<file path="config.mk">
export PLATFORM = sky130hd
export DESIGN_NAME = mem_port_ctrl
export DESIGN_NICKNAME = d
export VERILOG_FILES = /design/src/rtl/mem_ctrl_pkg.sv /design/src/rtl/resp_fifo.sv /design/src/rtl/mem_port_ctrl.sv
export SDC_FILE = /design/constraint.sdc
export NUM_CORES = 1
export LEC_CHECK = 0
export BUFFER_PORTS_ARGS = -buffer_cell sky130_fd_sc_hd__clkbuf_2
export CAP_MARGIN = 40
export CORE_AREA = 2 2 161 163
export DETAILED_ROUTE_END_ITERATION = 8
export DIE_AREA = 0 0 163 165
export PLACE_DENSITY = 0.74
export SLEW_MARGIN = 20
export SYNTH_ARGS = -nofsm -noshare
export SYNTH_HDL_FRONTEND = slang
export SYNTH_HIERARCHICAL = 1
export SYNTH_SLANG_ARGS = --single-unit
export TNS_END_PERCENT = 1
</file>
<file path="constraint.sdc">
create_clock -name clk -period 5.9 [get_ports clk]
set_input_delay 1.77 -clock clk [delete_from_list [all_inputs] [get_ports clk]]
set_output_delay 1.77 -clock clk [all_outputs]
set_load 0.02 [all_outputs]
</file>
<file path="src/rtl/mem_ctrl_pkg.sv">
// mem_ctrl_pkg: shared channel state type and channel indices for the memory port controller
package mem_ctrl_pkg;

    typedef enum logic {CH_IDLE, CH_ISSUE} ch_state_t;

    localparam int CH_IMEM = 0;
    localparam int CH_DMEM = 1;

endpackage

</file>
<file path="src/rtl/resp_fifo.sv">
// resp_fifo: synchronous response FIFO, pointers wrap modulo DEPTH so any depth works
module resp_fifo #(
    parameter int WIDTH = 32,
    parameter int DEPTH = 2
) (
    input  logic             clk,
    input  logic             rst,
    input  logic             push,
    input  logic             pop,
    input  logic [WIDTH-1:0] din,
    output logic [WIDTH-1:0] head,
    output logic             full,
    output logic             empty
);

    localparam int PW = DEPTH > 1 ? $clog2(DEPTH) : 1;
    localparam int CW = $clog2(DEPTH + 1);
    localparam logic [PW-1:0] LAST = PW'(DEPTH - 1);
    localparam logic [CW-1:0] CAP = CW'(DEPTH);

    logic [WIDTH-1:0] mem [DEPTH];
    logic [PW-1:0]    wr_ptr, rd_ptr;
    logic [CW-1:0]    count;
    logic             wr, rd;

    assign wr    = push && !full;
    assign rd    = pop && !empty;
    assign full  = count == CAP;
    assign empty = count == '0;
    assign head  = mem[rd_ptr];

    // storage, wrapping pointers and occupancy; cleared so head reads 0 out of reset
    always_ff @(posedge clk) begin
        if (!rst) begin
            wr_ptr <= '0;
            rd_ptr <= '0;
            count  <= '0;
            for (int i = 0; i < DEPTH; i++) mem[i] <= '0;
        end else begin
            if (wr) begin
                mem[wr_ptr] <= din;
                wr_ptr      <= wr_ptr == LAST ? '0 : wr_ptr + 1'b1;
            end
            if (rd) rd_ptr <= rd_ptr == LAST ? '0 : rd_ptr + 1'b1;
            count <= count + CW'(wr) - CW'(rd);
        end
    end

endmodule

</file>
<file path="src/rtl/mem_port_ctrl.sv">
// mem_port_ctrl: independent per-channel request/response controllers between core and memories
module mem_port_ctrl
    import mem_ctrl_pkg::*;
#(
    parameter int NBITS     = 32,
    parameter int NCH       = 2,
    parameter int MAX_OUTST = 2
) (
    input  logic                      clk,
    input  logic                      rst,
    input  logic [NCH-1:0]            core_req,
    input  logic [NCH-1:0][NBITS-1:0] core_addr,
    input  logic [NCH-1:0][NBITS-1:0] core_wdata,
    input  logic [NCH-1:0]            core_wen,
    output logic [NCH-1:0]            core_gnt,
    output logic [NCH-1:0]            stall,
    output logic                      mem_stall,
    output logic [NCH-1:0]            resp_valid,
    output logic [NCH-1:0][NBITS-1:0] resp_data,
    input  logic [NCH-1:0]            resp_pop,
    output logic [NCH-1:0]            proc_req,
    output logic [NCH-1:0][NBITS-1:0] mem_addr,
    output logic [NCH-1:0][NBITS-1:0] mem_wdata,
    output logic [NCH-1:0]            mem_wen,
    input  logic [NCH-1:0]            mem_rdy,
    input  logic [NCH-1:0]            mem_valid,
    input  logic [NCH-1:0][NBITS-1:0] mem_data,
    output logic [NCH-1:0]            err
);

    localparam int CW = $clog2(MAX_OUTST + 1);
    localparam logic [CW-1:0] MAXC = CW'(MAX_OUTST);

    assign mem_stall = |stall;

    for (genvar c = 0; c < NCH; c++) begin : g_ch
        ch_state_t        state, state_nx;
        logic [CW-1:0]    outst, inflight;
        logic [NBITS-1:0] addr_q, wdata_q;
        logic             wen_q, err_q;
        logic             gnt, xfer, pop, acc, full, empty;

        // grant only when the request slot frees this cycle and the response budget allows;
        // reset forces the grant low so every output reads 0 while rst=0
        always_comb begin
            xfer     = state == CH_ISSUE && mem_rdy[c];
            gnt      = rst && core_req[c] && (state == CH_IDLE || mem_rdy[c]) && outst < MAXC;
            pop      = resp_pop[c] && !empty;
            acc      = mem_valid[c] && inflight != '0 && !full;
            state_nx = gnt ? CH_ISSUE : xfer ? CH_IDLE : state;
        end

        // channel state register
        always_ff @(posedge clk) begin
            if (!rst) state <= CH_IDLE;
            else      state <= state_nx;
        end

        // request register, outstanding/in-flight counters and sticky error
        always_ff @(posedge clk) begin
            if (!rst) begin
                addr_q   <= '0;
                wdata_q  <= '0;
                wen_q    <= 1'b0;
                outst    <= '0;
                inflight <= '0;
                err_q    <= 1'b0;
            end else begin
                if (gnt) begin
                    addr_q  <= core_addr[c];
                    wdata_q <= core_wdata[c];
                    wen_q   <= core_wen[c];
                end
                outst    <= outst + CW'(gnt) - CW'(pop);
                inflight <= inflight + CW'(xfer) - CW'(acc);
                if (mem_valid[c] && !acc) err_q <= 1'b1;
            end
        end

        resp_fifo #(.WIDTH(NBITS), .DEPTH(MAX_OUTST)) u_fifo (
            .clk   (clk),
            .rst   (rst),
            .push  (acc),
            .pop   (pop),
            .din   (mem_data[c]),
            .head  (resp_data[c]),
            .full  (full),
            .empty (empty)
        );

        assign core_gnt[c]   = gnt;
        assign stall[c]      = rst && core_req[c] && !gnt;
        assign resp_valid[c] = !empty;
        assign proc_req[c]   = state == CH_ISSUE;
        assign mem_addr[c]   = addr_q;
        assign mem_wdata[c]  = wdata_q;
        assign mem_wen[c]    = wen_q;
        assign err[c]        = err_q;
    end

endmodule
</file>
==> out/metrics.csv <==
metric;value;unit
CP max FO;45;
Top FF cell, synth;dfxtp_1;
hold depth;2;
cells on worst reg2reg path;8;
Setup Skew;0.00825;ns
worst-path cell chain;buf_6, buf_4, and3b_2, nand2_2, inv_2, o22ai_1, clkbuf_2;
setup violators final;0;
Final Total Pwr;5.83;mW
Layout Area Growth over Synthesis;27.4;%
top cell type's share of synthesized area;33.7;%
routability cong.;0.814;
initial core utilization;45.5;%
WP data required;4.13;ns
Ant. Diodes;0;
Site Rows;58;
outcome;finished, final reports clean;
die width;163;µm
slew margin rel.;49.4;%
most common cell in the netlist;nand2_1;
fraction of layout cells with a size suffix above 1;37.3;%
initial antenna violation count;0;
number of synthesized flops with an enable pin;128;
syn_area_per_cell;10.1;µm²
largest area contributor in the netlist;edfxtp_1;
asr flop ratio synth;0;%
largest net degree at the start of global routing;73;
first-pass GRT wire length;45900;µm
top post-synthesis cells by count;nand2_1 (204), dfxtp_1 (152), nand3_1 (132), nor2_1 (132), edfxtp_1 (128);
vias in the first global route;9050;
final core occ;58.0;%
Root Driver;clkbuf_16;
Place WS;0.687;ns
Final period util;88.3;%
drt wl/cell;16.2;µm
H-tree levels;1;
syn_nets;1339;
Worst Hold Class;reg -> reg;
r2r startpoint;g_ch[0].u_fifo/count[0];
synthesized flop and latch total;280;
r2r endpoint;g_ch[0].u_fifo/mem[0][19];
CP Buf/Inv Count;4;
post-CTS resize count;0;
WHS;0.447;ns
die area;26900;µm²
fill count;2155;
core area;25000;µm²
HPWL after DPL;20300;µm
final instance area;14500;µm²
final wirelength;29800;µm
hold_sp;g_ch[1].wdata_q[20];
Syn. warnings;6;
final worst setup slack;0.690;ns
Worst-Skew Late Latency;0.53;ns
Cell Count, Final, Fillers Out;1839;
GRT Util Overall;21.1;%
post-route ant nets;0;
GRT overflow;0;
Crit path max-delay family;buffers and inverters;
Max Cap Viol;0;
critical path type;in -> out;
drt via density;5.03;
FMAX;0.192;GHz
post-synthesis cell type count;34;
WP data arrival;3.44;ns
critical path startpoint category;input port;
CTS Buf Count;29;
Least-Margin Pin Slew;0.756;ns
Setup crit end kind;output pin;
cts-stage hold buffer count;0;
DRT Pass-1 Iters;5;
Hold Path End;g_ch[1].wdata_q[20];
Syn Std Cell Area;11400;µm²
sequential fraction of the synthesis area;60.4;%
Max VDD drop;0.231;mV
initial DRC count;764;
Buffers on Ports;408;
Die H;165;µm
RSZ-0062 raised after global routing;no;
dpl cell area;13500;µm²
power per cell area;402;nW/µm²
Static Leak;6.32;nW
clock sink total;280;
Sum Neg Setup Slack;0;ns
final hold vios;0;
top area cells in the synthesized netlist;edfxtp_1 (34%), dfxtp_1 (27%), nand2_1 (6.7%);
I/O pin cnt;409;
vias;9258;
Post-Synthesis Cells;1123;
placed insts;1786;
Residual DRC;0;
CP max-delay cell;buf_4;
R2R setup slack;2.88;ns
clk buf depth;3;
Max Transition Viols Final;0;
CTS tree;yes;
post-CTS setup buffers;0;
Nets;1703;
clock-pin slew on the worst setup and hold paths;0.06;ns
largest stage delay on the critical path;0.38;ns
fin crit period;5.21;ns
-- report_power, final --
| group | internal (mW) | leakage [nW] | switching, mW |
|---|---|---|---|
| registers | 2.38 | 2.58 | 0.135 |
| logic | 0.504 | 3.26 | 0.946 |
| clock network | 1.13 | 0.484 | 0.739 |
| total | 4.01 | 6.32 | 1.82 |
-- routing by layer --
| metal | GRT usage [%] | routed length [µm] | vias up |
|---|---|---|---|
| li1 | - | - | 4520 |
| met1 | 26.5 | 12000 | 4328 |
| met2 | 36.7 | 14900 | 363 |
| met3 | 5.12 | 2400 | 47 |
| met4 | 5.51 | 569 | 0 |
| met5 | 0 | 0 | - |
-- registers in the layout, indices dropped and copies added (netlist names), named ones only --
register / count
g_ch.wen_q: 2
g_ch.addr_q: 64
g_ch.outst: 4
g_ch.inflight: 4
g_ch.wdata_q: 64
g_ch.err_q: 2
g_ch.u_fifo/mem: 128
g_ch.u_fifo/wr_ptr: 2
g_ch.u_fifo/rd_ptr: 2
g_ch.state: 2
g_ch.u_fifo/count: 4
-- how the worst max path moves through the flow --
stage / cells after the start / from / slack [ns] / end
2_1_floorplan: 7 / rst / 1.32 / mem_stall
3_3_place_gp: 7 / rst / 0.70 / mem_stall
3_5_place_dp: 7 / rst / 0.69 / mem_stall
4_1_cts: 7 / rst / 0.69 / mem_stall
5_1_grt: 7 / rst / 0.57 / mem_stall
6_report: 7 / rst / 0.69 / mem_stall
-- tightest hold or removal path, stage by stage, from the launching register on --
cell and delay, ns:
dfxtp_1 0.31, nand2_1 0.05, o21ai_1 0.05
-- cell usage in the layout, fill, tap and decap left out, types with 2 or more instances in the layout --
master	n
mux2_2	60
inv_2	4
nor3b_1	2
clkinvlp_2	2
nand3_1	132
o21ai_1	20
clkinv_1	3
o21ai_0	102
o21ai_2	10
bufinv_16	3
nor2_2	2
clkinv_2	5
inv_1	10
clkbuf_8	6
nand2b_2	4
mux2_1	4
clkbuf_16	30
dfxtp_1	152
clkinvlp_4	3
nor2b_1	6
buf_16	2
buf_4	19
a21boi_0	4
or3_1	2
xnor2_1	14
nand2_1	204
clkbuf_2	408
nor2_1	132
and2_1	12
edfxtp_1	128
ha_1	12
o21a_1	6
-- layout make-up --
class / instances / area (µm²) / area share, %
Inverter: 14 / 52.6 / 0.362
Clock buffer: 37 / 838 / 5.77
Multi-Input combinational cell: 733 / 3920 / 27.0
Tap cell: 330 / 413 / 2.84
Sequential cell: 280 / 6890 / 47.4
Clock inverter: 16 / 159 / 1.09
Timing Repair Buffer: 429 / 2250 / 15.5
-- logic make-up (layout without fill, tap and decap cells) --
kind of cell | count (synthesis) | count (layout) | share of synthesized area (%)
adders and majority gates | 12 | 12 | 1.32
DFF | 280 | 280 | 60.4
xor gates and xnor gates | 14 | 14 | 1.08
muxes | 64 | 64 | 6.32
and+or+nand+nor | 500 | 500 | 18.8
buffers and inverters | 110 | 496 | 5.23
AOI/OAI and AO/OA | 143 | 143 | 6.84
No activity file was read; power rests on OpenSTA's default activity.
